File: config.mk
export PLATFORM = sky130hd
export DESIGN_NAME = instr_fetch_unit
export DESIGN_NICKNAME = d
export VERILOG_FILES = /design/src/rtl/instr_fetch_unit.sv
export SDC_FILE = /design/constraint.sdc
export NUM_CORES = 1
export LEC_CHECK = 0
export ABC_AREA = 1
export CAP_MARGIN = 30
export CORE_UTILIZATION = 54
export CTS_BUF_LIST = sky130_fd_sc_hd__clkbuf_8
export CTS_CLUSTER_DIAMETER = 40
export CTS_CLUSTER_SIZE = 24
export DETAILED_ROUTE_END_ITERATION = 10
export MAX_ROUTING_LAYER = met4
export PLACE_DENSITY = 0.87
export SYNTH_ARGS = -nofsm -noshare
export SYNTH_HDL_FRONTEND = slang
export SYNTH_SLANG_ARGS = --single-unit
File: constraint.sdc
create_clock -name clk -period 2.6 [get_ports clk]
set_input_delay 0.39 -clock clk [delete_from_list [all_inputs] [get_ports clk]]
set_output_delay 0.39 -clock clk [all_outputs]
set_load 0.01 [all_outputs]
File: src/rtl/instr_fetch_unit.sv
`timescale 1ns/1ps
// ---------------------------------------------------------------------------
// instr_fetch_unit
// Instruction fetch front-end. Generates sequential word PCs, issues reads
// over a valid/ready request port, collects in-order responses into a small
// prefetch FIFO of {pc, instr} pairs, and handles redirects by flushing the
// FIFO and discarding responses that are still in flight.
//
// Ports
//   clk, rst                 clock (rising edge), async active-low reset
//   fetch_en_in              allow new requests
//   redirect_valid_in/pc_in  single-cycle redirect and its target
//   instr_addr/valid_out     request to memory, instr_ready_in accepts it
//   instr_rdata_valid/in     in-order read responses
//   fetch_valid/pc/instr_out FIFO head toward decode, fetch_ready_in pops it
//   outstanding_out          accepted requests not yet answered
// ---------------------------------------------------------------------------
module instr_fetch_unit #(
    parameter logic [31:0] RESET_PC   = 32'h0000_0000,
    parameter int unsigned FIFO_DEPTH = 4,
    localparam int unsigned PW = $clog2(FIFO_DEPTH),
    localparam int unsigned CW = PW + 1
) (
    input  logic          clk,
    input  logic          rst,
    input  logic          fetch_en_in,
    input  logic          redirect_valid_in,
    input  logic [31:0]   redirect_pc_in,
    output logic [31:0]   instr_addr_out,
    output logic          instr_valid_out,
    input  logic          instr_ready_in,
    input  logic          instr_rdata_valid_in,
    input  logic [31:0]   instr_rdata_in,
    output logic          fetch_valid_out,
    output logic [31:0]   fetch_pc_out,
    output logic [31:0]   fetch_instr_out,
    input  logic          fetch_ready_in,
    output logic [CW-1:0] outstanding_out
);

    localparam logic [CW:0] DEPTH_C = (CW+1)'(FIFO_DEPTH);

    logic [31:0]   fetch_pc_q, fetch_pc_d;
    logic [31:0]   resp_pc_q, resp_pc_d;
    logic [CW-1:0] outstanding_q, outstanding_d;
    logic [CW-1:0] drop_cnt_q, drop_cnt_d;
    logic [CW-1:0] count_q, count_d;
    logic [PW-1:0] wr_ptr_q, wr_ptr_d;
    logic [PW-1:0] rd_ptr_q, rd_ptr_d;
    logic [31:0]   pc_mem_q [FIFO_DEPTH];
    logic [31:0]   pc_mem_d [FIFO_DEPTH];
    logic [31:0]   instr_mem_q [FIFO_DEPTH];
    logic [31:0]   instr_mem_d [FIFO_DEPTH];

    logic [31:0] redirect_tgt;
    logic [CW:0] occupancy;
    logic        issue_ok;
    logic        accept;
    logic        resp_ok;
    logic        push;
    logic        pop;
    logic        fifo_empty;
    logic        unused_pc_bits;

    assign unused_pc_bits = ^redirect_pc_in[1:0];

    always_comb begin
        redirect_tgt = {redirect_pc_in[31:2], 2'b00};
        // Occupied slots plus in-flight requests; each accepted request owns a
        // slot so the FIFO cannot overflow.
        occupancy    = {1'b0, count_q} + {1'b0, outstanding_q};
        fifo_empty   = (count_q == '0);
        issue_ok     = fetch_en_in & ~redirect_valid_in & (occupancy < DEPTH_C);
        accept       = issue_ok & instr_ready_in;
        // A response with nothing outstanding is a protocol error and ignored.
        resp_ok      = instr_rdata_valid_in & (outstanding_q != '0);
        push         = resp_ok & ~redirect_valid_in & (drop_cnt_q == '0);
        pop          = ~fifo_empty & ~redirect_valid_in & fetch_ready_in;
    end

    // Request valid is forced low while reset is asserted; the flops need no
    // such qualification because reset holds them.
    assign instr_valid_out = issue_ok & rst;
    assign instr_addr_out  = fetch_pc_q;
    assign fetch_valid_out = ~fifo_empty & ~redirect_valid_in;
    assign fetch_pc_out    = fifo_empty ? 32'h0 : pc_mem_q[rd_ptr_q];
    assign fetch_instr_out = fifo_empty ? 32'h0 : instr_mem_q[rd_ptr_q];
    assign outstanding_out = outstanding_q;

    always_comb begin
        fetch_pc_d    = fetch_pc_q;
        resp_pc_d     = resp_pc_q;
        outstanding_d = outstanding_q + CW'(accept) - CW'(resp_ok);
        drop_cnt_d    = drop_cnt_q;
        count_d       = count_q;
        wr_ptr_d      = wr_ptr_q;
        rd_ptr_d      = rd_ptr_q;
        pc_mem_d      = pc_mem_q;
        instr_mem_d   = instr_mem_q;

        if (redirect_valid_in) begin
            fetch_pc_d = redirect_tgt;
            resp_pc_d  = redirect_tgt;
            // Everything still in flight belongs to the old stream, minus a
            // response that is being discarded this very cycle.
            drop_cnt_d = outstanding_q - CW'(resp_ok);
            count_d    = '0;
            wr_ptr_d   = '0;
            rd_ptr_d   = '0;
        end else begin
            if (accept) begin
                fetch_pc_d = fetch_pc_q + 32'd4;
            end
            if (resp_ok && (drop_cnt_q != '0)) begin
                drop_cnt_d = drop_cnt_q - CW'(1);
            end
            if (push) begin
                pc_mem_d[wr_ptr_q]    = resp_pc_q;
                instr_mem_d[wr_ptr_q] = instr_rdata_in;
                wr_ptr_d              = wr_ptr_q + PW'(1);
                resp_pc_d             = resp_pc_q + 32'd4;
            end
            if (pop) begin
                rd_ptr_d = rd_ptr_q + PW'(1);
            end
            count_d = count_q + CW'(push) - CW'(pop);
        end
    end

    always_ff @(posedge clk or negedge rst) begin
        if (!rst) begin
            fetch_pc_q    <= RESET_PC;
            resp_pc_q     <= RESET_PC;
            outstanding_q <= '0;
            drop_cnt_q    <= '0;
            count_q       <= '0;
            wr_ptr_q      <= '0;
            rd_ptr_q      <= '0;
            for (int i = 0; i < FIFO_DEPTH; i++) begin
                pc_mem_q[i]    <= 32'h0;
                instr_mem_q[i] <= 32'h0;
            end
        end else begin
            fetch_pc_q    <= fetch_pc_d;
            resp_pc_q     <= resp_pc_d;
            outstanding_q <= outstanding_d;
            drop_cnt_q    <= drop_cnt_d;
            count_q       <= count_d;
            wr_ptr_q      <= wr_ptr_d;
            rd_ptr_q      <= rd_ptr_d;
            pc_mem_q      <= pc_mem_d;
            instr_mem_q   <= instr_mem_d;
        end
    end

endmodule

==> impl_metrics.py <==
metrics = {
    "min_path": {
        "hp-class": "in -> async",
    },
    "global_route": {
        "gr-total-overflow": 0,
        "antenna_found_initial": 0,
        "grt_pass1_vias": 15100,
        "grt_usage": 0.313,
        "grt_pass1_wl_mm": 76.1,
        "grt_start_max_net_pins": 179,
    },
    "sta": {
        "tightestPinTransition_ps": 958,
        "max_freq_ghz": 0.392,
        "slew_headroom": 0.361,
        "maxSlewViolCount": 0,
        "fin_hold_ws_ps": -50.7,
        "setup_viol": 0,
        "period_minus_slack_ps": 2550,
        "finClkSkew_ps": 32.9,
        "min_period_over_period": 0.981,
        "hold_viol": 20,
    },
    "floorplanning": {
        "die_area_um2": 31700,
        "rows": 64,
        "die_h_um": 178,
        "core-area_um2": 30500,
        "start_util": 0.548,
        "die_w_um": 178,
        "io_pins": 172,
    },
    "drt": {
        "num_vias": 15700,
        "met1_length_mm": 18.9,
        "wl_per_cell_um": 17.3,
        "drt_wl_total_mm": 47.3,
        "drt_first_pass_iters": 8,
        "routed.top_layer": "met4",
        "drt_iter0_drc": 1498,
        "wl_met3_mm": 4.59,
        "met2WireLength_mm": 22.2,
        "ant_nets": 0,
        "viasPerCell": 5.74,
        "route.detailed.drc": 0,
    },
    "layout": {
        "drive_gt1_frac": 0.0814,
        "diodes": 0,
        "layout.nets": 2389,
        "syn2layout_area_growth_pct": 17.6,
        "num-fill-cells": 2440,
        "multi_input_area_um2": 7100,
        "utilization": 0.645,
        "stdcell_area_um2": 19700,
        "seq_area_um2": 8040,
    },
    "synth": {
        "ys_async_sr_fraction": 1.00,
        "seq_area_frac_synth": 0.481,
        "syn_avg_cell_area_um2": 7.70,
        "synth-edff-count": 0,
        "yosysWarnings": 0,
        "dominantRegCellSynth": "dfrtp_1",
        "synth-seq-cells": 321,
        "syn_area_um2": 16700,
        "synthCells": 2171,
        "yosysUniqueCellTypes": 36,
    },
    "clocking": {
        "postCtsHoldBufs": 0,
        "clock-sinks": 321,
        "cts_tree": "yes",
        "clockRootBuffer": "clkbuf_8",
        "clkLatencyLatePin_ps": 580,
        "clk_path_buf_depth": 3,
        "cts_buffers": 45,
        "clkTransAtPathRegs_ps": 80,
        "cts_max_level": 2,
    },
    "critical_path": {
        "r2r_slack_ps": 270,
        "r2r_end": "outstanding_out[2]$_DFF_PN0_",
        "crit_chain": "buf_4 -> buf_8 -> a21oi_1 -> o21ai_0 -> a21oi_1 -> clkdlybuf4s15_2",
        "crit_path_top_delay_cell": "dfrtp_4",
        "start_kind": "flop",
        "r2r_cells": 10,
        "crit_fanout": 33,
        "cpMostUsedCell": "a21oi_1",
        "end_kind": "primary output",
        "required_ps": 2210,
        "worst-setup-path-type": "reg -> out",
        "slowest_delay_ps": 540,
        "arrival_ps": 2160,
        "reg2reg_from": "outstanding_out[2]$_DFF_PN0_",
    },
    "power": {
        "power.total_w": 0.0186,
        "vdd_drop_max_v": 0.000489,
        "power_density_nw_per_um2": 944,
        "p_leak_nw": 9.55,
    },
    "placement": {
        "place_congestion": 1.03,
        "io_buffers": 165,
        "place_area_um2": 18700,
        "hpwl_mm": 29.2,
    },
    "run_status": {
        "violations": "negative hold slack",
        "status": "finished, violations left",
    },
    "run": {
        "max_cap_viol_count": 0,
    },
}
-- worst max-delay path: cells and delay by family (launching register included) --
| family | cells | cell delay [ps] |
|---|---|---|
| AO/OA/AOI/OAI | 3 | 420 |
| buffers and inverters | 3 | 600 |
| flip-flops | 1 | 540 |
-- cells by family after synthesis --
| kind of cell | count (synthesis) | synth area share |
|---|---|---|
| xor+xnor | 21 | 0.0110 |
| fa+ha+maj | 18 | 0.0144 |
| compound gates | 617 | 0.198 |
| buf+inv | 376 | 0.0988 |
| simple gates | 817 | 0.197 |
| other cells | 1 | 0.000224 |
| flops | 321 | 0.481 |
-- registers in the layout, summed over array words and instances, names as in the netlist --
register,count
count_q,3
drop_cnt_q,3
instr_addr_out,30
instr_mem_q,128
outstanding_out,3
pc_mem_q,120
rd_ptr_q,2
resp_pc_q,30
wr_ptr_q,2
-- how the worst max path moves through the flow --
stage	startpoint	to	slack, ps
2_1_floorplan	outstanding_out[2]$_DFF_PN0_	outstanding_out[2]$_DFF_PN0_	120
3_3_place_gp	redirect_valid_in	count_q[2]$_DFF_PN0_	0.9
3_5_place_dp	redirect_valid_in	count_q[2]$_DFF_PN0_	-40
4_1_cts	rd_ptr_q[0]$_DFFE_PN0P_	fetch_pc_out[15]	-250
5_1_grt	rd_ptr_q[0]$_DFFE_PN0P_	fetch_instr_out[14]	-6
6_report	rd_ptr_q[0]$_DFFE_PN0P_	fetch_instr_out[14]	50
-- per-stage QoR --
stage	setup slack (ps)	instances	hold slack (ps)	setup TNS (ps)
after floorplan	117	2174	94.4	0
after global placement	0.876	2643	467	0
after detailed placement	-37.1	2643	474	-37.1
after CTS	-250	2728	38.6	-2620
after global routing	-6.25	2729	35.8	-11.5
final	48.2	2729	-50.7	0
-- Yosys cell counts, types with 6 or more instances --
master / instances / share of area
o211ai_1: 17 / 0.0076
buf_6: 19 / 0.013
nand2_1: 600 / 0.13
buf_4: 18 / 0.0081
nor2_2: 6 / 0.0022
ha_1: 16 / 0.012
buf_1: 10 / 0.0022
nor2_1: 94 / 0.021
buf_2: 24 / 0.0072
o21ai_0: 286 / 0.086
dfrtp_1: 321 / 0.48
inv_1: 243 / 0.055
xor2_1: 18 / 0.0094
clkbuf_1: 58 / 0.013
a21oi_1: 190 / 0.057
nand3_1: 97 / 0.029
o21ai_1: 58 / 0.017
o21a_1: 60 / 0.027
-- per-layer routing --
layer  GRT usage  up-vias
li1            -     7249
met1       0.397     7425
met2       0.500      832
met3      0.0557      147
met4       0.122        0
met5           -        -
-- timing repair --
action / in CTS / in global routing
cloned: 3 / 0
hold endpoints to repair: 0 / 0
pin swaps: 9 / 20
setup endpoints to repair: 63 / 52
resized for setup: 105 / 75
buffers inserted: 2 / 2
-- report_power, final --
part	leakage [nW]	total, W	switching, W	internal, W
Clock	0.507	0.00432	0.00217	0.00215
Sequential	3.66	0.00708	0.000809	0.00627
Combinational	5.38	0.00716	0.00439	0.00277
-- placed cells by master, fill, tap and decap left out, types with 18 or more instances in the layout --
cell / synthesis / final
a21oi_1: 190 / 180
buf_4: 18 / 21
clkbuf_8: 0 / 49
clkdlybuf4s50_1: 0 / 101
dfrtp_1: 321 / 317
inv_1: 243 / 246
nand2_1: 600 / 600
nand3_1: 97 / 97
nor2_1: 94 / 94
o21a_1: 60 / 60
o21ai_0: 286 / 282
o21ai_1: 58 / 62
xor2_1: 18 / 18
-- layout make-up --
cell class	count	share of cell area
timing repair buffer	208	0.107
clock buffer	49	0.0343
multi-input combinational	1477	0.361
inverter	247	0.0478
clock inverter	31	0.0155
tap	396	0.0252
sequential	321	0.409
Note: power is estimated with default switching activity, not from simulation.
